$ cat config.mk
export PLATFORM = sky130hd
export DESIGN_NAME = trace_dump_ctrl_flat
export DESIGN_NICKNAME = d
export VERILOG_FILES = /design/src/rtl/trace_dump_ctrl_pkg.sv /design/src/rtl/trace_dump_ctrl_if.sv /design/src/rtl/trace_dump_ctrl_fifo.sv /design/src/rtl/trace_dump_ctrl.sv /design/src/flat_wrapper.sv
export SDC_FILE = /design/constraint.sdc
export NUM_CORES = 1
export LEC_CHECK = 0
export BUFFER_PORTS_ARGS = -buffer_cell sky130_fd_sc_hd__buf_2
export CAP_MARGIN = 5
export CORE_ASPECT_RATIO = 1.5
export CORE_MARGIN = 4
export CORE_UTILIZATION = 56
export DETAILED_ROUTE_END_ITERATION = 16
export PLACE_DENSITY = 0.75
export SLEW_MARGIN = 10
export SYNTH_ARGS = -nofsm -noshare
export SYNTH_HDL_FRONTEND = slang
export SYNTH_SLANG_ARGS = --single-unit
$ cat constraint.sdc
create_clock -name clock -period 6.3 [get_ports clock]
set_input_delay 0.945 -clock clock [delete_from_list [all_inputs] [get_ports clock]]
set_output_delay 0.945 -clock clock [all_outputs]
set_load 0.05 [all_outputs]
$ cat src/rtl/trace_dump_ctrl_pkg.sv
// Shared constants for the run/trace/dump controller: record kinds,
// controller state encoding and the packed trace record layout.
package trace_dump_pkg;

    localparam logic [1:0] KIND_REG  = 2'd0;
    localparam logic [1:0] KIND_MEM  = 2'd1;
    localparam logic [1:0] KIND_DUMP = 2'd2;

    typedef enum logic [2:0] {
        ST_IDLE  = 3'd0,
        ST_RUN   = 3'd1,
        ST_DRAIN = 3'd2,
        ST_DUMP  = 3'd3,
        ST_DONE  = 3'd4
    } state_t;

    // Record packs as {cycle, kind, addr, data}, data in the low bits.
    function automatic int rec_width(input int cyc_w, input int mem_aw, input int data_w);
        return cyc_w + 2 + mem_aw + data_w;
    endfunction

endpackage

$ cat src/rtl/trace_dump_ctrl_if.sv
// Trace record stream (valid/ready) from the controller to the debug sink.
interface trace_dump_ctrl_if #(
    parameter int DATA_W = 32,
    parameter int MEM_AW = 12,
    parameter int CYC_W  = 16
);
    logic              out_valid;
    logic              out_ready;
    logic [1:0]        out_kind;
    logic [CYC_W-1:0]  out_cycle;
    logic [MEM_AW-1:0] out_addr;
    logic [DATA_W-1:0] out_data;

    modport master (
        output out_valid, out_kind, out_cycle, out_addr, out_data,
        input  out_ready
    );

    modport slave (
        input  out_valid, out_kind, out_cycle, out_addr, out_data,
        output out_ready
    );
endinterface

$ cat src/rtl/trace_dump_ctrl_fifo.sv
// Trace FIFO: up to two ordered pushes and one pop per edge, with registered
// occupancy and free-space counts so the stall decision has no long path.
module trace_fifo #(
    parameter int W     = 62,
    parameter int DEPTH = 8,
    localparam int AW   = $clog2(DEPTH),
    localparam int CW   = AW + 1
) (
    input  logic          clock,
    input  logic          clr_n,
    input  logic          push0,
    input  logic [W-1:0]  data0,
    input  logic          push1,
    input  logic [W-1:0]  data1,
    input  logic          pop,
    output logic [W-1:0]  head,
    output logic [CW-1:0] count,
    output logic [CW-1:0] free
);
    logic [W-1:0]  mem_r [DEPTH];
    logic [AW-1:0] wr_ptr_r;
    logic [AW-1:0] rd_ptr_r;
    logic [CW-1:0] count_r;
    logic [CW-1:0] free_r;
    logic [AW-1:0] slot1_s;
    logic [CW-1:0] n_push_s;
    logic [CW-1:0] n_pop_s;

    // Second push lands behind the first when both fire together.
    always_comb begin
        slot1_s  = push0 ? (wr_ptr_r + AW'(1)) : wr_ptr_r;
        n_push_s = CW'(push0) + CW'(push1);
        n_pop_s  = CW'(pop);
    end

    // Storage array, no reset needed on payload.
    always_ff @(posedge clock) begin
        if (push0) mem_r[wr_ptr_r] <= data0;
        if (push1) mem_r[slot1_s]  <= data1;
    end

    // Pointers and counters with synchronous active-low clear.
    always_ff @(posedge clock) begin
        if (!clr_n) begin
            wr_ptr_r <= '0;
            rd_ptr_r <= '0;
            count_r  <= '0;
            free_r   <= CW'(DEPTH);
        end else begin
            wr_ptr_r <= wr_ptr_r + AW'(n_push_s);
            rd_ptr_r <= rd_ptr_r + AW'(n_pop_s);
            count_r  <= count_r + n_push_s - n_pop_s;
            free_r   <= free_r - n_push_s + n_pop_s;
        end
    end

    assign head  = mem_r[rd_ptr_r];
    assign count = count_r;
    assign free  = free_r;
endmodule

$ cat src/rtl/trace_dump_ctrl.sv
// Run/trace/dump controller: runs the CPU for a set number of cycles, traces
// register and memory writes, then streams the whole register file out.
module trace_dump_ctrl
    import trace_dump_pkg::*;
#(
    parameter int DATA_W     = 32,
    parameter int REG_AW     = 5,
    parameter int MEM_AW     = 12,
    parameter int CYC_W      = 16,
    parameter int FIFO_DEPTH = 8
) (
    input  logic              clock,
    input  logic              reset,
    input  logic              start,
    input  logic [CYC_W-1:0]  num_cycles,
    input  logic              cpu_rwe,
    input  logic [REG_AW-1:0] cpu_rd,
    input  logic [DATA_W-1:0] cpu_rdata,
    input  logic              cpu_mwe,
    input  logic [MEM_AW-1:0] cpu_maddr,
    input  logic [DATA_W-1:0] cpu_mdata,
    input  logic [REG_AW-1:0] cpu_rs1,
    output logic [REG_AW-1:0] rf_rs1,
    input  logic [DATA_W-1:0] rf_regA,
    output logic              cpu_run,
    trace_dump_ctrl_if.master tr,
    output logic              busy,
    output logic              done
);
    localparam int REC_W    = rec_width(CYC_W, MEM_AW, DATA_W);
    localparam int CW       = $clog2(FIFO_DEPTH) + 1;
    localparam int ADDR_LSB = DATA_W;
    localparam int KIND_LSB = DATA_W + MEM_AW;
    localparam int CYC_LSB  = KIND_LSB + 2;

    state_t            state_r, state_nxt_s;
    logic [CYC_W-1:0]  lim_r, lim_nxt_s;
    logic [CYC_W-1:0]  cyc_r, cyc_nxt_s;
    logic [REG_AW-1:0] idx_r, idx_nxt_s;
    logic              run_s, push_reg_s, push_mem_s, pop_s, empty_s;
    logic [REC_W-1:0]  rec_reg_s, rec_mem_s, head_s;
    logic [CW-1:0]     count_s, free_s;

    assign rec_reg_s = {cyc_r, KIND_REG, MEM_AW'(cpu_rd), cpu_rdata};
    assign rec_mem_s = {cyc_r, KIND_MEM, cpu_maddr, cpu_mdata};
    assign empty_s   = (count_s == CW'(0));

    trace_fifo #(.W(REC_W), .DEPTH(FIFO_DEPTH)) u_fifo (
        .clock (clock),
        .clr_n (reset),
        .push0 (push_reg_s),
        .data0 (rec_reg_s),
        .push1 (push_mem_s),
        .data1 (rec_mem_s),
        .pop   (pop_s),
        .head  (head_s),
        .count (count_s),
        .free  (free_s)
    );

    // Next-state, trace pushes and stream output selection.
    always_comb begin
        state_nxt_s   = state_r;
        lim_nxt_s     = lim_r;
        cyc_nxt_s     = cyc_r;
        idx_nxt_s     = idx_r;
        run_s         = 1'b0;
        push_reg_s    = 1'b0;
        push_mem_s    = 1'b0;
        pop_s         = 1'b0;
        rf_rs1        = cpu_rs1;
        tr.out_valid  = 1'b0;
        tr.out_kind   = KIND_REG;
        tr.out_cycle  = '0;
        tr.out_addr   = '0;
        tr.out_data   = '0;
        case (state_r)
            ST_IDLE, ST_DONE: begin
                if (start) begin
                    lim_nxt_s   = num_cycles;
                    cyc_nxt_s   = '0;
                    state_nxt_s = (num_cycles == '0) ? ST_DRAIN : ST_RUN;
                end else begin
                    state_nxt_s = state_r;
                end
            end
            ST_RUN: begin
                // Two free slots guarantee a same-edge REG+MEM pair always fits.
                run_s = (free_s >= CW'(2));
                if (run_s) begin
                    push_reg_s = cpu_rwe && (cpu_rd != '0);
                    push_mem_s = cpu_mwe;
                    cyc_nxt_s  = cyc_r + CYC_W'(1);
                    if (cyc_nxt_s == lim_r) begin
                        state_nxt_s = ST_DRAIN;
                    end else begin
                        state_nxt_s = ST_RUN;
                    end
                end else begin
                    cyc_nxt_s = cyc_r;
                end
            end
            ST_DRAIN: begin
                if (empty_s) begin
                    state_nxt_s = ST_DUMP;
                    idx_nxt_s   = '0;
                end else begin
                    state_nxt_s = ST_DRAIN;
                end
            end
            ST_DUMP: begin
                rf_rs1       = idx_r;
                tr.out_valid = 1'b1;
                tr.out_kind  = KIND_DUMP;
                tr.out_addr  = MEM_AW'(idx_r);
                tr.out_data  = rf_regA;
                if (tr.out_ready) begin
                    idx_nxt_s   = idx_r + REG_AW'(1);
                    state_nxt_s = (idx_r == {REG_AW{1'b1}}) ? ST_DONE : ST_DUMP;
                end else begin
                    idx_nxt_s = idx_r;
                end
            end
            default: begin
                state_nxt_s = ST_IDLE;
            end
        endcase
        if (state_r != ST_DUMP && !empty_s) begin
            tr.out_valid = 1'b1;
            tr.out_kind  = head_s[KIND_LSB +: 2];
            tr.out_cycle = head_s[CYC_LSB +: CYC_W];
            tr.out_addr  = head_s[ADDR_LSB +: MEM_AW];
            tr.out_data  = head_s[0 +: DATA_W];
            pop_s        = tr.out_ready;
        end else begin
            pop_s = 1'b0;
        end
    end

    // Controller state with synchronous active-low reset.
    always_ff @(posedge clock) begin
        if (!reset) begin
            state_r <= ST_IDLE;
            lim_r   <= '0;
            cyc_r   <= '0;
            idx_r   <= '0;
        end else begin
            state_r <= state_nxt_s;
            lim_r   <= lim_nxt_s;
            cyc_r   <= cyc_nxt_s;
            idx_r   <= idx_nxt_s;
        end
    end

    assign cpu_run = run_s;
    assign busy    = (state_r == ST_RUN) || (state_r == ST_DRAIN) || (state_r == ST_DUMP);
    assign done    = (state_r == ST_DONE);
endmodule

$ cat src/flat_wrapper.sv
// flat-port wrapper written by rule: the top's interface ports become plain ports
module trace_dump_ctrl_flat import trace_dump_pkg::*;
#(
    parameter int DATA_W     = 32,
    parameter int REG_AW     = 5,
    parameter int MEM_AW     = 12,
    parameter int CYC_W      = 16,
    parameter int FIFO_DEPTH = 8
)
  (clock, reset, start, num_cycles, cpu_rwe, cpu_rd, cpu_rdata, cpu_mwe, cpu_maddr, cpu_mdata, cpu_rs1, rf_rs1, rf_regA, cpu_run, busy, done, tr_out_valid, tr_out_kind, tr_out_cycle, tr_out_addr, tr_out_data, tr_out_ready);
  trace_dump_ctrl_if #(.DATA_W(DATA_W), .MEM_AW(MEM_AW), .CYC_W(CYC_W)) tr_i ();
  input  logic clock;
  input  logic reset;
  input  logic start;
  input  logic [CYC_W-1:0] num_cycles;
  input  logic cpu_rwe;
  input  logic [REG_AW-1:0] cpu_rd;
  input  logic [DATA_W-1:0] cpu_rdata;
  input  logic cpu_mwe;
  input  logic [MEM_AW-1:0] cpu_maddr;
  input  logic [DATA_W-1:0] cpu_mdata;
  input  logic [REG_AW-1:0] cpu_rs1;
  output logic [REG_AW-1:0] rf_rs1;
  input  logic [DATA_W-1:0] rf_regA;
  output logic cpu_run;
  output logic busy;
  output logic done;
  output wire logic [$bits(tr_i.out_valid)-1:0] tr_out_valid;
  output wire logic [$bits(tr_i.out_kind)-1:0] tr_out_kind;
  output wire logic [$bits(tr_i.out_cycle)-1:0] tr_out_cycle;
  output wire logic [$bits(tr_i.out_addr)-1:0] tr_out_addr;
  output wire logic [$bits(tr_i.out_data)-1:0] tr_out_data;
  input wire logic [$bits(tr_i.out_ready)-1:0] tr_out_ready;
  assign tr_out_valid = tr_i.out_valid;
  assign tr_out_kind = tr_i.out_kind;
  assign tr_out_cycle = tr_i.out_cycle;
  assign tr_out_addr = tr_i.out_addr;
  assign tr_out_data = tr_i.out_data;
  assign tr_i.out_ready = tr_out_ready;
  trace_dump_ctrl #(.DATA_W(DATA_W), .REG_AW(REG_AW), .MEM_AW(MEM_AW), .CYC_W(CYC_W), .FIFO_DEPTH(FIFO_DEPTH)) u_core (.clock(clock), .reset(reset), .start(start), .num_cycles(num_cycles), .cpu_rwe(cpu_rwe), .cpu_rd(cpu_rd), .cpu_rdata(cpu_rdata), .cpu_mwe(cpu_mwe), .cpu_maddr(cpu_maddr), .cpu_mdata(cpu_mdata), .cpu_rs1(cpu_rs1), .rf_rs1(rf_rs1), .rf_regA(rf_regA), .cpu_run(cpu_run), .tr(tr_i), .busy(busy), .done(done));
endmodule
==> results of run 1 <==
synthesized netlist by cell type (all sizes together) (4+ instances only):
library cell,number,area (sq um)
a32o,298,2980
mux2i,63,643
a21oi,20,104
nand3,12,60.1
nand4,9,56.3
buf,136,714
and3,62,388
nor2,49,186
and2,71,444
mux4,122,2750
nand2,105,394
a31oi,8,50.1
nor4,11,68.8
inv,34,128
xor2,11,96.3
ha,20,250
o21ai,65,325
a22o,4,35.0
a21boi,18,135
nor3,18,90.1
edfxtp,480,14400
xnor2,16,140
o2bb2ai,4,35.0
dfxtp,62,1240
a22oi,4,30.0
clkbuf,139,522
nor3b,5,42.5
and2b,6,45.0
nor2b,89,557
o22ai,5,62.6
cells by family after synthesis:
group	Yosys count	share of synthesized area (%)
AO/OA/AOI/OAI	447	14.4
XOR/XNOR	28	0.950
adder cells (fa/ha/maj)	23	1.13
buffers and inverters	309	4.98
flip-flops	542	57.1
multiplexers	186	12.4
AND/OR/NAND/NOR	454	9.00
how the worst min path moves through the flow:
stage                                            start                                       to  slack, ns
3_5_place_dp   u_core.u_fifo.mem_r[3][44]$_SDFFE_PP1P_  u_core.u_fifo.mem_r[3][44]$_SDFFE_PP1P_       0.43
5_1_grt        u_core.u_fifo.mem_r[7][44]$_SDFFE_PP1P_  u_core.u_fifo.mem_r[7][44]$_SDFFE_PP1P_       0.47
4_1_cts        u_core.u_fifo.mem_r[3][44]$_SDFFE_PP1P_  u_core.u_fifo.mem_r[3][44]$_SDFFE_PP1P_       0.44
2_1_floorplan  u_core.u_fifo.mem_r[2][44]$_SDFFE_PP1P_  u_core.u_fifo.mem_r[2][44]$_SDFFE_PP1P_       0.42
6_report       u_core.u_fifo.mem_r[3][44]$_SDFFE_PP1P_  u_core.u_fifo.mem_r[3][44]$_SDFFE_PP1P_       0.44
3_3_place_gp   u_core.u_fifo.mem_r[7][44]$_SDFFE_PP1P_  u_core.u_fifo.mem_r[7][44]$_SDFFE_PP1P_       0.43
power breakdown:
| group | switching [mW] | internal [mW] | leakage (nW) |
|---|---|---|---|
| Sequential | 0.228 | 4.29 | 4.74 |
| Clock | 1.29 | 1.68 | 0.752 |
| Combinational | 2.73 | 1.31 | 4.25 |
| Total | 4.24 | 7.28 | 9.73 |
through the flow:
stage | power, mW | util (%) | std cells
2_1_floorplan | 7.58 | - | 1989
3_3_place_gp | 8.55 | 58.7 | 2616
3_5_place_dp | 8.64 | 58.7 | 2616
4_1_cts | 11.6 | 61.9 | 2702
5_1_grt | 12.0 | 61.9 | 2703
6_report | 11.5 | 61.9 | 2705
state kept, by name, summed over array words and instances (netlist names):
name                    cells
u_core.idx_r                5
u_core.u_fifo.mem_r       488
u_core.u_fifo.rd_ptr_r      3
u_core.u_fifo.wr_ptr_r      3
u_core.lim_r               16
u_core.u_fifo.count         4
u_core.u_fifo.free          4
u_core.cyc_r               16
u_core.state_r              3
cell usage in the layout, fill, tap and decap left out, types with 14 or more instances in the layout:
| cell | n |
|---|---|
| a21boi_0 | 18 |
| a21oi_1 | 19 |
| a32o_1 | 296 |
| and2_1 | 70 |
| and3_1 | 62 |
| buf_2 | 210 |
| buf_4 | 32 |
| clkbuf_16 | 49 |
| clkinv_1 | 14 |
| dfxtp_1 | 59 |
| edfxtp_1 | 480 |
| ha_1 | 20 |
| inv_1 | 29 |
| mux2i_1 | 62 |
| mux4_2 | 122 |
| nand2_1 | 105 |
| nor2_1 | 44 |
| nor2b_1 | 89 |
| nor3_1 | 14 |
| o21ai_0 | 63 |
| xnor2_1 | 16 |
worst min-delay path: cells and delay by family (launching register included):
kind | cells | cell delay, ns
AO/OA/AOI/OAI | 1 | 0.05
buffers and inverters | 1 | 0.05
flip-flops | 1 | 0.31
per-layer routing:
metal	global-route usage, %	share of wire (%)	vias up
li1	-	-	7968
met1	31.6	34	9431
met2	49.2	54	1026
met3	3.50	7.1	202
met4	12.8	4.7	4
met5	0	0.038	-
area by class of cell:
class                      instances  area [sq um]
antenna                            3          7.51
clock inverter                    25           265
tap                              656           821
multi-input combinational       1138         10500
inverter                          34           128
fill                            3725         18500
timing repair buffer             246          1370
clock buffer                      61          1280
sequential                       542         15700
==> run_results.csv, run 1 <==
group,metric,value,unit
logic_synthesis,syn-cell-area,27400,sq um
grt,overflow,0,
grt,grt_pass1_wl,111000,microns
setup_path,r2r_slack,1.76,ns
timing,period_share,72.1,%
grt,grt_pass1_vias,19000,
cts,clk_latency,0.58,ns
setup_path,cp_top_family,"buffers and inverters",
placement,place_area,28500,sq um
outcome,status,"finished, final reports clean",
setup_path,crit_buf_inv,3,
timing,fmax,220,MHz
timing,maxSlewViolCount,0,
grt,antenna_found_initial,6,
power_and_ir_drop,p_per_area,384,nW/um^2
logic_synthesis,synth_seq_cells,542,
floorplan,core,48600,sq um
floorplan,start_util,56.4,%
placement,portBuffers,210,
floorplan,die_x,189,microns
route,vias,18600,
final_layout,design_area,30000,sq um
floorplan,pin_count,211,
placement,gp_congestion,0.865,
route,drtIter0Drc,2156,
timing,min_period,4.54,ns
setup_path,r2r_end,"u_core.u_fifo.mem_r[5][19]$_DFFE_PP_",
route,wl_per_cell,26.9,microns
timing,worst_pin_slew,1.19,ns
setup_path,endpoint_kind,"flip-flop",
logic_synthesis,ys_seq_area_share,57.1,%
cts,clk_path_buf_depth,3,
power_and_ir_drop,irDropWorstVdd,316,uV
logic_synthesis,synthesis.nets,2152,
power_and_ir_drop,p_leak,9.73,nW
floorplan,rows,99,
route,wirelength,72900,microns
setup_path,startpoint,"u_core.state_r[0]$_SDFFE_PN0P_",
hold_path,whs_path_depth,2,
cts,cts_buffers,49,
timing,hold_violations,0,
logic_synthesis,synthFlopType,"edfxtp_1",
setup_path,worst-path-max-fanout,30,
cts,cts_tree,"built",
setup_path,max_stage_delay,0.63,ns
logic_synthesis,synth_cell_type_count,65,
logic_synthesis,synth_edf_count,480,
timing,tns,0,ns
floorplan,die_y,279,microns
setup_path,worst_r2r_path_depth,8,
route,via_per_inst,6.89,
setup_path,path_depth,8,
cts,clk_pin_slew_worst_paths,0.06,ns
cts,cts_setup_buffers,0,
final_layout,fin_nets,2174,
logic_synthesis,postSynthCellCount,1989,
placement,dpl.hpwl,42700,microns
route,dr.pass1.iters,6,
setup_path,cp-start-kind,"flip-flop",
final_layout,synthToLayoutAreaGrowth,9.63,%
timing,clock-skew-final,0.0227,ns
grt,grt_max_degree,103,
setup_path,setup.worst_path.end,"u_core.u_fifo.mem_r[5][19]$_DFFE_PP_",
timing,hold_ws,0.444,ns
setup_path,arrival,4.75,ns
setup_path,r2r-start,"u_core.state_r[0]$_SDFFE_PN0P_",
cts,cts_resized,0,
cts,clock-sinks,542,
route,ant_nets,0,
timing,setup_ws,1.76,ns
placement,place_ws,1.64,ns
job,drv_cap,0,
logic_synthesis,yosysWarnings,0,
setup_path,cp_slowest_cell,"inv_1",
setup_path,worstPathRequired,6.51,ns
timing,relSlewSlack,20.5,%
timing,finalSetupViolations,0,
logic_synthesis,synthArstFlopShare,0,%
route,route.detailed.drc,0,
final_layout,layout-drive-gt1-share,22.8,%
logic_synthesis,syn_avg_cell_area,13.8,sq um
timing,rsz0062_at_grt,"false",
cts,cts-hold-fix-buffers,0,
cts,cts_root_buffer,"clkbuf_16",
hold_path,min_path_type,"flip-flop to flip-flop",
floorplan,die_area,52600,sq um
grt,grt_util_all_layers,27.0,%
cts,htree_levels,2,
setup_path,worstPathCellList,"nor3b_2, nand2_1, inv_1, o21ai_0, nor3_1, a21oi_2, inv_2, buf_4",
setup_path,crit_type,"flip-flop to flip-flop",
Power figures use the tool's default switching activity.
==> run 2, diff against run 1 <==
- CORE_UTILIZATION: 56 -> 55
- PLACE_DENSITY: 0.75 -> 0.77
- clock period: 6.3 -> 4 ns (I/O delays scaled with it)
==> run 2 against run 1 <==
  * Via count increased by 1.1%
  * Worst setup slack got worse by 1.3 ns
  * Cell count grew 1.7%
  * Register-to-register slack got worse by 0.92 ns
  * Cell area rose by 1.4%
  * Hold slack worse by 0.16 ns
  * Clock power is 55% higher
  * Global-route usage rose by 0.29 points
  * Critical path depth shrank 1
  * Sequential power grew 56%
  * Largest cell class unchanged
  * Highest routed layer unchanged
==> run_results.csv, run 2 (synthesis gave the netlist of run 1 again) <==
group,metric,value,unit
timing,min_period,3.56,ns
power_and_ir_drop,pwr-share-comb,36.5,%
grt,grt_pass1_vias,19300,
setup_path,cp_slowest_cell,"or2_4",
setup_path,cp_top_family,"simple AND/OR/NAND/NOR gates",
grt,antenna_found_initial,22,
final_layout,top_register,"u_core.u_fifo.mem_r",
placement,dpl.hpwl,44000,microns
floorplan,rows,99,
final_layout,final_cells,2752,
final_layout,layout_common_cells,"edfxtp_1 (480), a32o_1 (296), buf_2 (210)",
final_layout,largest_reg_flops,488,
floorplan,pin_count,211,
timing,relSlewSlack,38.6,%
route,via_per_inst,6.84,
floorplan,core,48900,sq um
power_and_ir_drop,p_sw_share,37.1,%
power_and_ir_drop,irDropWorstVdd,360,uV
outcome,status,"finished, final reports clean",
route,drtIter0Drc,2516,
timing,worst_pin_slew,0.921,ns
floorplan,die_y,281,microns
setup_path,r2r_slack,0.84,ns
route,vias,18800,
cts,clk_latency,0.59,ns
setup_path,arrival,2.96,ns
setup_path,worstPathRequired,3.40,ns
setup_path,endpoint_kind,"output port",
cts,cts-hold-fix-buffers,0,
setup_path,crit_buf_inv,3,
setup_path,crit_type,"flip-flop to output port",
setup_path,max_stage_delay,0.57,ns
final_layout,reg_top3,"u_core.u_fifo.mem_r x488, u_core.cyc_r x16, u_core.lim_r x16",
setup_path,worst-path-max-fanout,31,
floorplan,die_x,190,microns
route,ant_nets,0,
floorplan,die_area,53500,sq um
timing,finalSetupViolations,0,
route,wirelength,74500,microns
setup_path,worstPathCellList,"inv_1, ha_1, nor3b_1, or2_4, buf_4, o21ai_0, buf_2",
cts,clk_path_buf_depth,3,
setup_path,cp-start-kind,"flip-flop",
power_and_ir_drop,p_leak,9.92,nW
grt,grt_max_degree,181,
timing,period_share,89.1,%
timing,clock-skew-final,0.0191,ns
power_and_ir_drop,p_per_area,601,nW/um^2
route,route.detailed.drc,0,
timing,tns,0,ns
cts,cts_root_buffer,"clkbuf_16",
placement,dp_cells,2646,
grt,grt_pass1_wl,113000,microns
timing,rsz0062_at_grt,"false",
final_layout,fin_nets,2205,
power_and_ir_drop,p_int,11.5,mW
route,dr.pass1.iters,7,
timing,maxSlewViolCount,0,
hold_path,min_path_type,"primary input to flip-flop",
grt,grt_util_all_layers,27.3,%
grt,overflow,0,
cts,cts_buffers,50,
cts,clock-sinks,542,
power_and_ir_drop,p_switching,6.78,mW
job,drv_cap,0,
floorplan,start_util,56.0,%
final_layout,synthToLayoutAreaGrowth,11.1,%
cts,clk_pin_slew_worst_paths,0.06,ns
cts,htree_levels,2,
power_and_ir_drop,clkPwrFrac,25.1,%
cts,cts_tree,"built",
placement,portBuffers,210,
timing,fmax,281,MHz
final_layout,layout-drive-gt1-share,24.0,%
final_layout,final_common_cell,"edfxtp_1",
route,wl_per_cell,27.1,microns
timing,hold_violations,0,
placement,gp_congestion,0.862,
power_and_ir_drop,pwr-share-seq,38.5,%
==> run 2: area by class of cell <==
| class | instances | area [sq um] |
|---|---|---|
| fillers | 3663 | 18500 |
| inverters | 34 | 128 |
| clock inverters | 19 | 183 |
| flip-flops and latches | 542 | 15700 |
| clock buffers | 69 | 1340 |
| repair buffers | 276 | 1760 |
| well taps | 656 | 821 |
| multi-input cells | 1138 | 10500 |
| diodes | 18 | 45.0 |
==> run 2: layer usage <==
metal	vias to the layer above	GRT usage, %	part of all wire, %
met5	-	0	0.081
met2	1026	48.5	53
met1	9564	32.5	35
li1	8051	-	-
met4	10	12.3	4.1
met3	176	4.79	8.6
==> run 2: tightest hold or removal path, delay by kind of cell <==
| kind | cells | cell delay (ns) |
|---|---|---|
| buf+inv | 1 | 0.10 |
| compound gates | 1 | 0.06 |
| simple gates | 1 | 0.04 |
==> run 2: final timing paths <==
| path | startpoint | endpoint | cells after the start |
|---|---|---|---|
| setup / recovery | u_core.u_fifo.count[2]$_SDFF_PN0_ | tr_out_addr[2] | 7 |
| hold / removal | num_cycles[3] | u_core.lim_r[3]$_SDFFE_PN0P_ | 3 |
| setup reg to reg | u_core.state_r[0]$_SDFFE_PN0P_ | u_core.u_fifo.mem_r[6][1]$_DFFE_PP_ | 8 |
| hold reg to reg | u_core.u_fifo.mem_r[2][44]$_SDFFE_PP1P_ | u_core.u_fifo.mem_r[2][44]$_SDFFE_PP1P_ | 2 |
==> run 2: stage by stage <==
| stage | cell area [sq um] | total power [mW] | utilization, % | worst slack (ns) | hold WS, ns |
|---|---|---|---|---|---|
| after floorplan | 27400 | 11.9 | - | 0.0145 | 0.420 |
| after global placement | 28900 | 13.7 | 59.0 | 0.514 | 0.427 |
| after detailed placement | 28900 | 13.8 | 59.0 | 0.466 | 0.452 |
| after CTS | 30400 | 18.4 | 62.1 | 0.120 | 0.268 |
| after global routing | 30400 | 19.0 | 62.2 | 0.219 | 0.286 |
| final | 30500 | 18.3 | 62.2 | 0.437 | 0.281 |
==> run 2: what timing repair did <==
item / CTS / global route
setup endpoints to repair: 0 / 21
gates resized for setup: 0 / 1
setup buffers: 0 / 0
==> run 2: power by group through the flow <==
stage	logic [mW]	clock network (mW)	registers, mW
after CTS	6.69	4.64	7.03
after floorplan	4.95	0	6.99
after global routing	7.07	4.87	7.07
after detailed placement	6.67	0	7.15
after global placement	6.57	0	7.11
final	6.67	4.59	7.03
